## src/rtl/gcd_unit.sv

```systemverilog
// Iterative Euclid GCD engine: one remainder step per clock. The remainder comes
// from a combinational restoring divider (gcd_mod) instantiated below.

module gcd_mod #(
  parameter int W = 8
) (
  input  logic [W-1:0] i_dividend,
  input  logic [W-1:0] i_divisor,
  output logic [W-1:0] o_remainder
);

  logic [W:0]   w_trial;
  logic [W:0]   w_diff;
  logic [W-1:0] w_rem;

  // Restoring long division, MSB first; only the remainder is kept
  always_comb begin
    w_rem   = {W{1'b0}};
    w_trial = {(W+1){1'b0}};
    w_diff  = {(W+1){1'b0}};
    for (int i = W - 1; i >= 0; i--) begin
      w_trial = {w_rem, i_dividend[i]};
      w_diff  = w_trial - {1'b0, i_divisor};
      if (w_trial >= {1'b0, i_divisor}) begin
        w_rem = w_diff[W-1:0];
      end else begin
        w_rem = w_trial[W-1:0];
      end
    end
    o_remainder = w_rem;
  end

endmodule

module gcd_unit #(
  parameter int DATAWIDTH = 8
) (
  input  logic                 clk,
  input  logic                 rst_n,
  input  logic                 start,
  input  logic [DATAWIDTH-1:0] a_in,
  input  logic [DATAWIDTH-1:0] b_in,
  output logic                 busy,
  output logic                 done,
  output logic [DATAWIDTH-1:0] gcd_out,
  output logic                 err,
  output logic [3:0]           iter_cnt
);

  typedef enum logic [1:0] {
    ST_IDLE = 2'd0,
    ST_CALC = 2'd1,
    ST_DONE = 2'd2
  } state_t;

  state_t                 r_state;
  state_t                 w_state_nxt;
  logic [DATAWIDTH-1:0]   r_ra;
  logic [DATAWIDTH-1:0]   r_rb;
  logic [DATAWIDTH-1:0]   r_gcd;
  logic                   r_err;
  logic [3:0]             r_iter;
  logic                   r_busy;
  logic                   r_done;

  logic [DATAWIDTH-1:0]   w_ra_nxt;
  logic [DATAWIDTH-1:0]   w_rb_nxt;
  logic [DATAWIDTH-1:0]   w_gcd_nxt;
  logic                   w_err_nxt;
  logic [3:0]             w_iter_nxt;
  logic                   w_busy_nxt;
  logic                   w_done_nxt;

  logic                   w_both_zero;
  logic                   w_rb_zero;
  logic [DATAWIDTH-1:0]   w_divisor;
  logic [DATAWIDTH-1:0]   w_rem;

  assign w_both_zero = (a_in == {DATAWIDTH{1'b0}}) && (b_in == {DATAWIDTH{1'b0}});
  assign w_rb_zero   = (r_rb == {DATAWIDTH{1'b0}});
  // Divisor is forced to 1 when rb is zero so the divider never sees zero
  assign w_divisor   = w_rb_zero ? {{(DATAWIDTH-1){1'b0}}, 1'b1} : r_rb;

  gcd_mod #(
    .W (DATAWIDTH)
  ) u_mod (
    .i_dividend  (r_ra),
    .i_divisor   (w_divisor),
    .o_remainder (w_rem)
  );

  // State register
  always_ff @(posedge clk or negedge rst_n) begin
    if (!rst_n) begin
      r_state <= ST_IDLE;
    end else begin
      r_state <= w_state_nxt;
    end
  end

  // Next-state logic
  always_comb begin
    w_state_nxt = r_state;
    case (r_state)
      ST_IDLE: begin
        if (start) begin
          w_state_nxt = w_both_zero ? ST_DONE : ST_CALC;
        end else begin
          w_state_nxt = ST_IDLE;
        end
      end
      ST_CALC: begin
        if (w_rb_zero) begin
          w_state_nxt = ST_DONE;
        end else begin
          w_state_nxt = ST_CALC;
        end
      end
      ST_DONE: w_state_nxt = ST_IDLE;
      default: w_state_nxt = ST_IDLE;
    endcase
  end

  // Datapath and output next values; everything holds unless a state acts on it
  always_comb begin
    w_ra_nxt   = r_ra;
    w_rb_nxt   = r_rb;
    w_gcd_nxt  = r_gcd;
    w_err_nxt  = r_err;
    w_iter_nxt = r_iter;
    case (r_state)
      ST_IDLE: begin
        if (start) begin
          w_ra_nxt   = a_in;
          w_rb_nxt   = b_in;
          w_iter_nxt = 4'd0;
          w_err_nxt  = w_both_zero;
          if (w_both_zero) begin
            w_gcd_nxt = {DATAWIDTH{1'b0}};
          end else begin
            w_gcd_nxt = r_gcd;
          end
        end else begin
          w_ra_nxt = r_ra;
        end
      end
      ST_CALC: begin
        if (w_rb_zero) begin
          w_gcd_nxt = r_ra;
        end else begin
          w_ra_nxt   = r_rb;
          w_rb_nxt   = w_rem;
          w_iter_nxt = (r_iter == 4'd15) ? 4'd15 : (r_iter + 4'd1);
        end
      end
      ST_DONE: w_ra_nxt = r_ra;
      default: w_ra_nxt = r_ra;
    endcase
    w_busy_nxt = (w_state_nxt == ST_CALC);
    w_done_nxt = (w_state_nxt == ST_DONE);
  end

  // Datapath and output registers
  always_ff @(posedge clk or negedge rst_n) begin
    if (!rst_n) begin
      r_ra   <= {DATAWIDTH{1'b0}};
      r_rb   <= {DATAWIDTH{1'b0}};
      r_gcd  <= {DATAWIDTH{1'b0}};
      r_err  <= 1'b0;
      r_iter <= 4'd0;
      r_busy <= 1'b0;
      r_done <= 1'b0;
    end else begin
      r_ra   <= w_ra_nxt;
      r_rb   <= w_rb_nxt;
      r_gcd  <= w_gcd_nxt;
      r_err  <= w_err_nxt;
      r_iter <= w_iter_nxt;
      r_busy <= w_busy_nxt;
      r_done <= w_done_nxt;
    end
  end

  assign busy     = r_busy;
  assign done     = r_done;
  assign gcd_out  = r_gcd;
  assign err      = r_err;
  assign iter_cnt = r_iter;

endmodule

```

## config.mk

```make
export PLATFORM = sky130hd
export DESIGN_NAME = gcd_unit
export DESIGN_NICKNAME = d
export VERILOG_FILES = /design/src/rtl/gcd_unit.sv
export SDC_FILE = /design/constraint.sdc
export NUM_CORES = 1
export LEC_CHECK = 0
export ABC_AREA = 1
export BUFFER_PORTS_ARGS = -buffer_cell sky130_fd_sc_hd__buf_2
export CAP_MARGIN = 30
export CORE_ASPECT_RATIO = 0.8
export CORE_UTILIZATION = 43
export DETAILED_ROUTE_END_ITERATION = 8
export GPL_TIMING_DRIVEN = 0
export PLACE_DENSITY = 0.7
export SLEW_MARGIN = 30
export SYNTH_ARGS = -nofsm -noshare
export SYNTH_HDL_FRONTEND = slang
export SYNTH_SLANG_ARGS = --single-unit
export TNS_END_PERCENT = 20
```

## constraint.sdc

```tcl
create_clock -name clk -period 13.9 [get_ports clk]
set_input_delay 0.695 -clock clk [delete_from_list [all_inputs] [get_ports clk]]
set_output_delay 0.695 -clock clk [all_outputs]
set_load 0.1 [all_outputs]
```

; ---- Yosys cells after proc, flatten, opt, wreduce, memory -nomap -nowiden
; Index checks and enable logic that the tools add are counted.
[totals]
reg_bits = 33
in_bits = 19
elab_cells = 69
[op_classes]
addsub = 9
magnitude_cmp = 8
n_eq_ne = 8
n_mux = 27
reduce_logical = 9
[ops]
columns = cell, n
row1 = $mux 8, 16
row2 = $ge 9x8->1, 7
row3 = $sub 8x8->8, 7
row4 = $pmux 8 s2, 3
row5 = $logic_not 8->1, 3
row6 = $mux 4, 3
row7 = $ge 1x8->1, 1
row8 = $ne 2x2->1 const B, 4
row9 = $pmux 4 s2, 1
row10 = $sub 1x8->8, 1
row11 = $mux 2, 3
row12 = $add 4x1->4 const B, 1
row13 = $eq 2x1->1 const B, 2
row14 = $eq 4x4->1 const B, 1
row15 = $pmux 2 s2, 1
row16 = $reduce_and 4->1, 1
row17 = $reduce_and 3->1, 1
row18 = $eq 2x2->1 const B, 1
row19 = $logic_not 2->1, 1
row20 = $reduce_and 2->1, 1
row21 = $reduce_bool 2->1, 1
row22 = $logic_and 1x1->1, 1

; ---- Logic depth before layout (Yosys ltp)
; Gate-level depths: netlist of the first run.
[depth]
depth_word = 20
mapped_depth = 110
ltp_nobuf = 107

; ---- By module
; Synthesis of the first run repeated with hierarchy kept, for this count alone.
[hier_totals]
hier_cells = 783
area_unflattened_um2 = 5188.7
[by_module_without_submodules]
columns = module, n_inst, cells_each, area_each_um2
row1 = gcd_mod, 1, 550, 3429.5
row2 = gcd_unit, 1, 233, 1759.2

; ---- Least setup slack after synthesis of the first run
; No wires, ideal clock.
[synth_timing]
kind = register to register
startpoint = register r_rb[7]
endpoint = register r_rb[1]
setup_ns = 0.122
t_arrival_ns = 13.320
required_time_ns = 13.778
setup_slack_ns = 0.457
stages_incl_launch_ff = 106
path_buffers = 3
synth_period_minus_slack_ns = 13.443
path_cell_list = dfrtp_1 > inv_1 > nand2_1 > nor2_2 > nand4_1 > nand2_1 > ha_1 > inv_1 > ha_1 > nand2_1 > nand2_2 > nand2_1 > nand2_1 > o21ai_0 > inv_1 > ha_1 > nand2_1 > nor2_1 > (+70 left out) > nand2_1 > nand2_1 > inv_1 > ha_1 > a21oi_1 > o21bai_1 > a21oi_1 > nor2_1 > nor2_1 > nor2_1 > o21a_1 > nor2_1 > o21a_1 > inv_1 > nor2_4 > nand3_1 > nand3_1 > a21oi_1
[synth_via]
elab_chain_len = 20
elab_cells_between_ends = 30
classes_between = 8 x add/sub / 8 x order compare / 1 x eq/ne / 11 x mux / 2 x reduce/logical
[synth_rtl]
columns = element, line
row1 = start: declaration, 59  ; logic [DATAWIDTH-1:0] r_rb;
row2 = start signal: assignment, 167  ; r_rb <= {DATAWIDTH{1'b0}};
row3 = start signal: assignment, 175  ; r_rb <= w_rb_nxt;
row4 = $logic_not 8->1, 80  ; assign w_rb_zero = (r_rb == {DATAWIDTH{1'b0}});
row5 = $mux 8, 82  ; assign w_divisor = w_rb_zero ? {{(DATAWIDTH-1){1'b0}}, 1'b1} : r_rb;
row6 = $sub 1x8->8 or $ge 1x8->1 (tied branches), "23, 24"
row7 = $mux 8, 24  ; if (w_trial >= {1'b0, i_divisor}) begin
row8 = $sub 8x8->8 or $ge 9x8->1 (tied branches), "23, 24"
row9 = $mux 8, 24
row10 = $sub 8x8->8 or $ge 9x8->1 (tied branches), "23, 24"
row11 = $mux 8, 24
row12 = (+4 left out), --
row13 = $sub 8x8->8 or $ge 9x8->1 (tied branches), "23, 24"
row14 = $mux 8, 24
row15 = $sub 8x8->8 or $ge 9x8->1 (tied branches), "23, 24"
row16 = $mux 8, 24
row17 = $ge 9x8->1 or $sub 8x8->8 (tied branches), "24, 23"
row18 = $mux 8, 24
row19 = $mux 8, 148  ; if (w_rb_zero) begin
row20 = $pmux 8 s2, 131  ; case (r_state)
; Several ways; a longest one is shown, not always the timed one. The select of a mux whose other input is x is not followed.
; A chain may end at the register's enable or synchronous reset.

; ---- Worst setup path after layout of the first run
[layout_timing]
startpoint = register r_rb[7]
endpoint = register r_rb[3]
[layout_via]
elab_chain_len = 20
elab_cells_between_ends = 30
classes_between = 8 x add/sub / 8 x order compare / 1 x eq/ne / 11 x mux / 2 x reduce/logical
[layout_rtl]
columns = element, line
row1 = $logic_not 8->1, 80
row2 = $mux 8, 82
row3 = $sub 1x8->8 or $ge 1x8->1 (tied branches), "23, 24"
row4 = $mux 8, 24
row5 = $sub 8x8->8 or $ge 9x8->1 (tied branches), "23, 24"
row6 = $mux 8, 24
row7 = $sub 8x8->8 or $ge 9x8->1 (tied branches), "23, 24"
row8 = $mux 8, 24
row9 = (+4 left out), --
row10 = $sub 8x8->8 or $ge 9x8->1 (tied branches), "23, 24"
row11 = $mux 8, 24
row12 = $sub 8x8->8 or $ge 9x8->1 (tied branches), "23, 24"
row13 = $mux 8, 24
row14 = $sub 8x8->8 or $ge 9x8->1 (tied branches), "23, 24"
row15 = $mux 8, 24
row16 = $mux 8, 148
row17 = $pmux 8 s2, 131
; Several ways; a longest one is shown, not always the timed one. The select of a mux whose other input is x is not followed.

==> qor.tcl, run 1 <==
set qor(avgViaCountPerCell) 5.19
set qor(cts.sink_count) 33
set qor(drv_cap) 0
set qor(final.period_utilization_pct) 94.1
set qor(synth_simple_gate_area_share_pct) 35.1
set qor(place.detailed.hpwl_um) 10300
set qor(hold-worst-slack_ns) 0.474
set qor(post-route-util_pct) 55.9
set qor(fmax_mhz) 76.5
set qor(synthesis.yosys.warnings) 0
set qor(multiInputGateArea_mm2) 0.00401
set qor(post_synth_fa_ha_maj_area_fraction_pct) 17.4
set qor(h-tree-depth) 2
set qor(worstMarginPinSlew_ns) 0.749
set qor(outcome) {finished, final reports clean}
set qor(synthXorXnorAreaFrac_pct) 6.08
set qor(groute.usage.overall_pct) 22.8
set qor(final_max_tran_viols) 0
set qor(worstPathMaxFanout) 10
set qor(synth_seq_area_share_pct) 16.4
set qor(drtIter0Drc) 419
set qor(drt_pre_antenna_iters) 6
set qor(gpl.final_weighted_congestion) 0.888
set qor(diodes) 0
set qor(syn-num-nets) 856
set qor(worst_setup_path_start_kind) {flop}
set qor(worst_setup_path_end_kind) {flop}
set qor(root_buffer) {sky130_fd_sc_hd__clkbuf_16}
set qor(synth-main-ff-cell) {sky130_fd_sc_hd__dfrtp_1}
set qor(totalWireLength_um) 14500
set qor(drtAntennaViolNets) 0
set qor(setup_viol) 0
set qor(cp_top_family) {simple AND/OR/NAND/NOR gates}
set qor(worstSkewPairLatency_ns) 0.28
set qor(cts_tree) {done}
set qor(avgSynthCellArea_um2) 6.54
set qor(placementRows) 34
set qor(synth.area.mux_share_pct) 0
set qor(clock-skew-final_ns) 0.00378
set qor(drc) 0
set qor(worst_path_largest_cell_delay_ns) 0.38
set qor(worstSetupPathType) {flop to flop}
set qor(synthArstFlopShare_pct) 100
set qor(via_count) 5172
set qor(initial_utilization_pct) 45.2
set qor(grt-ovfl-total) 0
set qor(grt_max_degree) 34
set qor(grt_pass1_vias) 4460
set qor(global_route_wire_length_before_repair_um) 22000
set qor(layout-drive-gt1-share_pct) 21.7
set qor(synth.cell_area_mm2) 0.00504
set qor(regArea_um2) 826
set qor(top_ports) 34
set qor(syn_inst) 771
set qor(cts_inserted_buffers) 5
set qor(clockBufferDepth) 2
set qor(layout_commonest_cell) {sky130_fd_sc_hd__nand2_1}
set qor(initial_antenna_violation_count) 0
set qor(die_width_um) 123
set qor(synth_compound_gate_area_share_pct) 14.3
set qor(num-fill-cells) 1084
set qor(worst_ep_required_time_ns) 14.10
set qor(path_buf_inv) 15
set qor(chipHeight_um) 98.9
set qor(floorplan.die_area_mm2) 0.0122
set qor(place_area_mm2) 0.00539
set qor(nNetsFinal) 936
set qor(yosysUniqueCellTypes) 43
set qor(synth-seq-cells) 33
set qor(worst_hold_path_type) {flop to flop}
set qor(cts.reportedPaths.clkPinSlew_ns) 0.06
set qor(timing.final.hold_violations) 0
set qor(finalCriticalPeriod_ns) 13.08
set qor(flow.area_growth_from_synthesis_pct) 23.5
set qor(route.detailed.wl_per_inst_um) 14.5
set qor(crit_arrival_ns) 13.28
set qor(placeableCoreArea_mm2) 0.0111
set qor(worst_path_most_repeated_cell) {sky130_fd_sc_hd__nand2_1}
set qor(place.port_buffers) 33
set qor(slew_headroom_pct) 50.0
set qor(dominant_combinational_cell_family_by_area_after_synthesis) {simple AND/OR/NAND/NOR gates}
set qor(synth-edff-count) 0
set qor(final_area_mm2) 0.00623
set qor(layout_common_cells) {sky130_fd_sc_hd__nand2_1, sky130_fd_sc_hd__inv_1, sky130_fd_sc_hd__nand3_1}
set qor(crit_path_top_delay_cell) {sky130_fd_sc_hd__dfrtp_1}
-- cells in the mapped netlist (11+ instances only) --
| cell type | instances | area [um^2] |
|---|---|---|
| sky130_fd_sc_hd__a21oi_1 | 52 | 260 |
| sky130_fd_sc_hd__dfrtp_1 | 33 | 826 |
| sky130_fd_sc_hd__ha_1 | 59 | 738 |
| sky130_fd_sc_hd__inv_1 | 124 | 465 |
| sky130_fd_sc_hd__nand2_1 | 201 | 754 |
| sky130_fd_sc_hd__nand3_1 | 56 | 280 |
| sky130_fd_sc_hd__nand4_1 | 15 | 93.8 |
| sky130_fd_sc_hd__nor2_1 | 50 | 188 |
| sky130_fd_sc_hd__o21ai_0 | 31 | 155 |
| sky130_fd_sc_hd__xnor2_1 | 11 | 96.3 |
| sky130_fd_sc_hd__xor2_1 | 24 | 210 |
-- path summary, 6_finish.rpt --
| path | depth (start not counted) | endpoint | start | slack (ns) |
|---|---|---|---|---|
| min in group asynchronous | 1 | r_rb[1] | rst_n | 0.48 |
| worst max register to register | 104 | r_rb[3] | r_rb[7] | 0.82 |
| worst max-delay path | 104 | r_rb[3] | r_rb[7] | 0.82 |
| worst min register to register | 2 | gcd_out[7] | gcd_out[7] | 0.47 |
| worst min-delay path | 2 | gcd_out[7] | gcd_out[7] | 0.47 |
| max in group asynchronous | 1 | r_ra[0] | rst_n | 12.95 |
-- cell type report --
class	count	area share (%)
multi-input combinational	599	64.3
sequential	33	13.3
inverter	127	7.85
timing repair buffer	74	7.55
tap	144	2.89
clock buffer	5	2.01
buffer	11	1.10
clock inverter	3	1.04
-- repair_timing --
item	4_1_cts	5_1_grt
buffers inserted	10	30
cloned	0	1
resized for setup	33	52
endpoints found under the hold margin	0	0
hold buffers	0	0
pin swaps	6	23
endpoints found under the setup margin	8	8
-- metal layers --
layer / vias to the layer above / wire, um / part of all wire (%) / track usage [%]
li1: 2682 / - / - / -
met1: 2328 / 7200 / 50 / 35.4
met2: 154 / 6350 / 44 / 34.2
met3: 8 / 866 / 6.0 / 2.66
met4: 0 / 56 / 0.39 / 2.50
met5: - / 0 / 0 / 0
-- cell families (layout without fill, tap and decap cells) --
| group | Yosys count | in the layout |
|---|---|---|
| and+or+nand+nor | 376 | 376 |
| buffers and inverters | 139 | 220 |
| adders and majority gates | 66 | 66 |
| AOI/OAI and AO/OA | 122 | 122 |
| xor gates and xnor gates | 35 | 35 |
| DFF | 33 | 33 |
-- state kept, by name, indices dropped and copies added (netlist names) --
name	flops
iter_cnt	4
r_state	2
busy	1
gcd_out	8
r_ra	8
r_rb	8
done	1
err	1
-- tightest hold or removal path: stages, from the launching register on --
cell                      delay, ns
sky130_fd_sc_hd__dfrtp_1       0.33
sky130_fd_sc_hd__nand2_1       0.06
sky130_fd_sc_hd__o31ai_1       0.05
-- metrics by stage --
step | instances | TNS, ns | setup slack (ns)
CTS | 966 | 0 | 0.00464
floorplan | 771 | 0 | 0.457
detailed placement | 948 | -18.15 | -2.32
finish | 996 | 0 | 0.821
global route | 996 | -1.12 | -0.190
global placement | 948 | -17.51 | -2.25
Power of run 1 is not shown: default switching activity piles up to over one toggle a cycle in this logic, so the estimate is an artifact.
==> inputs of run 2 (changes only) <==
- GPL_ROUTABILITY_DRIVEN: default -> 0
- PLACE_DENSITY: 0.7 -> default
==> run 2 against run 1 <==
Effect of this change:
- non-clock buffer count shrank 18
- final cell count shrank 1.8%
- sequential cell count is the same
- core utilization shrank 1.1 points
- worst setup slack gained 0.020 ns
- clock skew is essentially flat
- count of clock-buffer cells in the layout grew 2
- register-to-register slack gained 0.02 ns
- sequential share of layout area grew 0.26 points
- via count shrank 0.27%
- highest routed layer unchanged
==> qor.tcl, run 2 (synthesis results as in run 1) <==
set qor(outcome) {finished, final reports clean}
set qor(postCtsHoldBufs) 0
set qor(diodes) 0
set qor(final_max_tran_viols) 0
set qor(slew_headroom_pct) 49.3
set qor(chipHeight_um) 98.9
set qor(global_route_wire_length_before_repair_um) 23800
set qor(place.detailed.hpwl_um) 11000
set qor(grt_max_degree) 34
set qor(worst_ep_required_time_ns) 14.07
set qor(grt_pass1_vias) 4810
set qor(die_width_um) 123
set qor(worst_path_most_repeated_cell) {sky130_fd_sc_hd__nand2_1}
set qor(worstMarginPinSlew_ns) 0.761
set qor(worst_setup_path_end_kind) {flop}
set qor(cts_inserted_buffers) 5
set qor(worstSetupPathType) {flop to flop}
set qor(worst_path_largest_cell_delay_ns) 0.42
set qor(final.period_utilization_pct) 93.9
set qor(worst_hold_path_type) {flop to flop}
set qor(groute.usage.overall_pct) 24.7
set qor(rr_endpoint) {r_rb[4]}
set qor(drv_cap) 0
set qor(layout_common_cells) {sky130_fd_sc_hd__nand2_1, sky130_fd_sc_hd__inv_1, sky130_fd_sc_hd__nand3_1}
set qor(multiInputGateArea_mm2) 0.00404
set qor(placementRows) 34
set qor(regArea_um2) 826
set qor(num-fill-cells) 1101
set qor(r2r-start) {r_rb[5]}
set qor(setup_viol) 0
set qor(initial_utilization_pct) 45.2
set qor(ff2ff_setup_slack_ns) 0.84
set qor(place.port_buffers) 33
set qor(crit_path_top_delay_cell) {sky130_fd_sc_hd__dfrtp_1}
set qor(grt-ovfl-total) 0
set qor(clock-skew-final_ns) 0.00340
set qor(route.detailed.wl_per_inst_um) 14.9
set qor(r2r.worst_path.cells) 104
set qor(min_delay_path_depth) 2
set qor(top_ports) 34
set qor(placeableCoreArea_mm2) 0.0111
set qor(worst_setup_path_start_kind) {flop}
set qor(crit_arrival_ns) 13.22
set qor(timing.hold.worst.start) {gcd_out[3]}
set qor(initial_antenna_violation_count) 0
set qor(cts_tree) {done}
set qor(worstSkewPairLatency_ns) 0.28
set qor(cts.reportedPaths.clkPinSlew_ns) 0.05
set qor(layout-drive-gt1-share_pct) 20.4
set qor(min_delay_worst_endpoint) {gcd_out[3]}
set qor(root_buffer) {sky130_fd_sc_hd__clkbuf_16}
set qor(avgViaCountPerCell) 5.27
set qor(nNetsFinal) 918
set qor(hold-worst-slack_ns) 0.472
set qor(via_count) 5158
set qor(finalCriticalPeriod_ns) 13.06
set qor(setup_tns_ns) 0
set qor(floorplan.die_area_mm2) 0.0122
set qor(clockBufferDepth) 2
set qor(worstPathMaxFanout) 10
set qor(drtIter0Drc) 275
set qor(totalWireLength_um) 14600
set qor(drtAntennaViolNets) 0
set qor(drt_pre_antenna_iters) 5
set qor(post-route-util_pct) 54.8
set qor(fmax_mhz) 76.6
set qor(h-tree-depth) 2
set qor(cts.sink_count) 33
set qor(flow.area_growth_from_synthesis_pct) 21.1
set qor(timing.final.hold_violations) 0
set qor(layout_commonest_cell) {sky130_fd_sc_hd__nand2_1}
set qor(drc) 0
run 2: cell type report:
class                      count  share of cell area, %
buffer                        11                   1.07
tap                          144                   2.95
inverter                     127                   8.05
clock inverter                 1                  0.492
timing repair buffer          56                   5.53
clock buffer                   7                   2.34
multi-input combinational    599                   66.1
sequential                    33                   13.5
run 2: critical path, delay by kind of cell (launching register included):
family	cells	cell delay (ns)
fa+ha+maj	9	2.40
flops	1	0.42
buf+inv	16	1.53
simple gates	57	5.77
compound gates	22	2.81
run 2: metal layers:
layer	up-vias	track usage [%]	part of all wire, %
met5	-	0	0
met4	0	5.84	1.1
met3	13	1.56	3.7
met2	119	39.0	44
met1	2370	36.4	52
li1	2656	-	-
run 2: timing repair:
action / 4_1_cts / 5_1_grt
pin swaps: 9 / 15
setup endpoints to repair: 8 / 8
resized for setup: 33 / 62
buffers inserted: 13 / 10
run 2: stage by stage:
stage                     worst slack [ns]  instance area, um^2  instances
after floorplan                      0.457                 5040        771
after global placement               -2.25                 5390        948
after detailed placement             -2.52                 5390        948
after CTS                           0.0673                 5740        969
after global routing                -0.183                 6110        978
final                                0.842                 6110        978
run 2: how the worst max path moves through the flow:
stage / depth (start not counted) / end / slack, ns / from
floorplan: 105 / r_rb[1] / 0.46 / r_rb[7]
global placement: 105 / r_rb[5] / -2.25 / r_rb[7]
detailed placement: 105 / r_rb[6] / -2.52 / r_rb[7]
CTS: 106 / r_rb[6] / 0.07 / r_rb[4]
global route: 106 / r_rb[6] / -0.18 / r_rb[7]
finish: 104 / r_rb[4] / 0.84 / r_rb[5]
Power of run 2 is left out for the same reason.
